### src/rtl/unidade_busca.sv
// unidade_busca: instruction fetch stage with memory request/ready, decode valid/accept and PC update/redirect
module unidade_busca #(
  parameter int LARGURA_END   = 8,
  parameter int LARGURA_INSTR = 16
) (
  input  logic                     clock,
  input  logic                     reset,
  input  logic [LARGURA_END-1:0]   SaidaPC,
  output logic [LARGURA_END-1:0]   EntradaPC,
  output logic                     EscPC,
  output logic [LARGURA_END-1:0]   MemEnd,
  output logic                     MemLer,
  input  logic                     MemPronto,
  input  logic [LARGURA_INSTR-1:0] MemDado,
  output logic [LARGURA_INSTR-1:0] Instr,
  output logic [LARGURA_END-1:0]   InstrPC,
  output logic                     InstrValida,
  input  logic                     InstrAceita,
  input  logic                     Desvio,
  input  logic [LARGURA_END-1:0]   AlvoDesvio
);
  typedef enum logic [1:0] {INICIO, BUSCA, ENTREGA, ESPERA} estado_t;
  estado_t estado;
  assign MemEnd = SaidaPC;
  always_ff @(posedge clock or posedge reset) begin
    if (reset) begin
      estado      <= INICIO;
      EntradaPC   <= '0;
      EscPC       <= 1'b0;
      MemLer      <= 1'b0;
      Instr       <= '0;
      InstrPC     <= '0;
      InstrValida <= 1'b0;
    end else begin
      EscPC <= 1'b0;
      // redirect outranks memory data and accept; a fetched word in flight is dropped
      if (estado != INICIO && Desvio) begin
        EntradaPC   <= AlvoDesvio;
        EscPC       <= 1'b1;
        InstrValida <= 1'b0;
        MemLer      <= 1'b0;
        estado      <= ESPERA;
      end else begin
        case (estado)
          INICIO: begin
            MemLer <= 1'b1;
            estado <= BUSCA;
          end
          BUSCA: if (MemPronto) begin
            Instr       <= MemDado;
            InstrPC     <= SaidaPC;
            EntradaPC   <= SaidaPC + 1'b1;
            EscPC       <= 1'b1;
            InstrValida <= 1'b1;
            MemLer      <= 1'b0;
            estado      <= ENTREGA;
          end
          ENTREGA: if (InstrAceita) begin
            InstrValida <= 1'b0;
            MemLer      <= 1'b1;
            estado      <= BUSCA;
          end
          default: begin
            MemLer <= 1'b1;
            estado <= BUSCA;
          end
        endcase
      end
    end
  end
endmodule

### config.mk
export PLATFORM = sky130hd
export DESIGN_NAME = unidade_busca
export DESIGN_NICKNAME = d
export VERILOG_FILES = /design/src/rtl/unidade_busca.sv
export SDC_FILE = /design/constraint.sdc
export NUM_CORES = 1
export LEC_CHECK = 0
export CORE_MARGIN = 2
export CORE_UTILIZATION = 30
export CTS_CLUSTER_DIAMETER = 50
export DETAILED_ROUTE_END_ITERATION = 6
export SLEW_MARGIN = 20
export SYNTH_ARGS = -nofsm -noshare
export SYNTH_HDL_FRONTEND = slang
export SYNTH_SLANG_ARGS = --single-unit
### constraint.sdc
create_clock -name clock -period 4.72 [get_ports clock]
set_input_delay 0.944 -clock clock [delete_from_list [all_inputs] [get_ports clock]]
set_output_delay 0.944 -clock clock [all_outputs]
set_load 0.005 [all_outputs]
==> impl_results.md <==
- Status: finished, final reports clean
- P_leak: 1.17 nW
- Critical path class: input port to output port
- TNS Setup: 0 ns
- I/O pin cnt: 80
- Dpl hpwl: 2890 µm
- Post_cts resized: 0
- Multi-input logic area: 764 µm²
- Crit Path Max Fanout: 6
- Async SR Flop Fraction: 100%
- Nets: 253
- Die Area: 6730 µm²
- Initial Utilization: 30.9%
- Power Internal: 0.768 mW
- Top Usage Layer GRT: met2
- Wirelength per Cell: 13.6 µm
- Share of layout cells above drive strength 1: 18.5%
- WHS: 0.479 ns
- Final Cycle Share: 63.8%
- Iter 0 DRT Violations: 26
- Worst path slowest cell: clkdlybuf4s50_1
- Unrepaired setup endpoints after global routing: no
- Synthesized area: 1830 µm²
- Worst setup SP type: input port
- Num CTS Buffers: 5
- Pre-CTS setup slack: 1.67 ns
- Setup Skew: 0.00173 ns
- M3 GR Usage: 4.29%
- Core Area: 5920 µm²
- Reg clk slew, reported paths: 0.07 ns
- GR Layer Usage met1: 16.7%
- Worst path top cell family by delay: buffers and inverters
- EDFF count, synth: 0
- Slew Viols, Final: 0
- ANT cells: 0
- Placed cell areas: 2590 µm²
- Mean post-synth cell area: 12.9 µm²
- Most used cell, CP: clkdlybuf4s50_1
- Die Span Y: 82.1 µm
- Post-layout util: 46.1%
- PortBufs: 79
- Vias in the first global route: 1226
- Storage cell area: 926 µm²
- Hold WC Path Type: register to register
- Routed Antenna Nets: 0
- Dominant synthesized flop cell: dfrtp_1
- Sequential share of the synthesized area: 50.7%
- GPL Wtd Cong: 0.689
- Initial antenna violation count: 0
- Distinct cells, synth: 33
- Final-layout fill cell count: 565
- YS warnings: 0
- Final instance area: 2730 µm²
- Cell Rows: 28
- Drt first pass iters: 4
- Syn Inst Count: 142
- CTS root buf: clkbuf_8
- Seq pwr share: 40.4%
- First-pass GRT wire length: 6180 µm
- CTS Buffer Depth: 2
- Max Cap Viol: 0
- VDD IR max: 0.145 mV
- Met2 Track Usage GR: 18.7%
- Hold Vio Cnt, Final: 0
- Peak Freq: 332 MHz
- FF+latch count, synth: 37
- Gr ovfl total: 0
- Worst Slack Setup Final: 1.71 ns
- Layout area overhead: 49.2%
- Setup crit end kind: output port
- Die Wd: 82.1 µm
- Worst slew pin tran: 0.561 ns
- Tmin final: 3.01 ns
- Drc violations: 0
- Clock sink total: 37
- Slew HR: 62.6%
- All-Layer GR Usage: 12.5%
- Crit-path cells: clkdlybuf4s50_1 -> clkdlybuf4s50_1
- CTS tree: built
- Buf/Inv on CP: 2
- Largest net degree at the start of global routing: 38
- Sw frac: 23.2%
- CTS H-tree lvls: 2
- Via count: 1307
- Via/cell ratio: 4.49
- Clock Power Share: 32.6%
- Hold_buf cts: 0
- Setup violators final: 0
- Synth Net Count: 180
- CP arrival: 2.07 ns
- CP required: 3.78 ns
- Psw: 0.233 mW
- Post-CTS Setup Inserts: 0
- Slowest stage delay, CP: 0.58 ns
- Comb power frac: 27.0%
- Final wirelength: 3970 µm
- Pwr dens: 367 nW/µm²
- Clk Latency, worst-skew pair: 0.29 ns
## synth_stat cells, types with 2 or more instances
master,count,area [µm²]
mux2_4,19,285
o21ai_0,10,50.1
nor2_1,6,22.5
buf_4,8,60.1
nor2b_4,2,27.5
buf_12,2,40.0
buf_2,3,15.0
mux2_2,6,67.6
a21o_1,2,15.0
nor3_1,4,20.0
inv_1,3,11.3
mux2i_1,3,30.0
nand2_1,13,48.8
o31ai_1,2,15.0
dfrtp_1,37,926
xnor2_1,3,26.3
nand3_1,2,10.0
a21oi_1,2,10.0
## routing by layer
layer,vias to the layer above,part of all wire (%)
met4,0,1.3
met2,48,45
li1,631,-
met1,622,46
met5,-,0
met3,6,7.1
## cells by family (layout without fill, tap and decap cells)
kind of cell / after synthesis / count (layout) / share of synthesized area, %
multiplexers: 28 / 28 / 20.9
buffers and inverters: 17 / 91 / 7.53
AO/OA/AOI/OAI: 23 / 23 / 8.69
AND/OR/NAND/NOR: 32 / 32 / 9.58
XOR/XNOR: 4 / 4 / 1.92
flip-flops: 37 / 37 / 50.7
adder cells (fa/ha/maj): 1 / 1 / 0.684
## stage by stage
step                power [mW]  cells
detailed placement       0.684    283
floorplan                0.531    142
global route              1.06    291
finish                    1.00    291
CTS                       1.02    291
global placement         0.682    283
## worst min-delay path: stages, from the launching register on
cell and delay (ns):
dfrtp_1 0.35, nand2_1 0.05, o31ai_1 0.05
## cells in the final DEF, fill, tap and decap left out, types with 2 or more instances in the layout
cell	instances
o31ai_1	2
o21ai_0	10
dfrtp_1	37
nand3_1	2
a21oi_1	2
mux2_4	19
a21o_1	2
clkdlybuf4s50_1	79
nor2b_4	2
nand2_1	13
nor3_1	4
mux2_2	6
mux2i_1	3
nor2_1	6
bufinv_16	2
clkbuf_8	5
xnor2_1	3
inv_1	3
## flip-flops by register name, indices dropped and copies added (netlist names)
name and count:
estado 2, InstrValida 1, EntradaPC 8, InstrPC 8, MemLer 1, EscPC 1, Instr 16
## final timing paths
path,start,slack [ns],cells after the start,end
worst max-delay path,SaidaPC[5],1.71,2,MemEnd[5]
worst min-delay path,EntradaPC[7],0.48,2,EntradaPC[7]
worst max register to register,estado[1],2.74,4,InstrPC[1]
worst min register to register,EntradaPC[7],0.48,2,EntradaPC[7]
max in group asynchronous,reset,3.32,3,Instr[12]
min in group asynchronous,reset,1.06,3,Instr[1]
## area by class of cell
cell class | instances | share of cell area [%]
inverters | 3 | 0.413
flip-flops and latches | 37 | 33.9
well taps | 75 | 3.44
clock buffers | 5 | 2.52
repair buffers | 80 | 29.3
clock inverters | 3 | 2.39
multi-input cells | 88 | 28.0
## power by group through the flow
stage,clock [mW],combinational [mW],sequential [mW]
2_1_floorplan,0,0.123,0.408
3_3_place_gp,0,0.273,0.409
3_5_place_dp,0,0.275,0.410
4_1_cts,0.340,0.276,0.405
5_1_grt,0.355,0.295,0.412
6_report,0.326,0.270,0.404
Power figures use the tool's default switching activity.
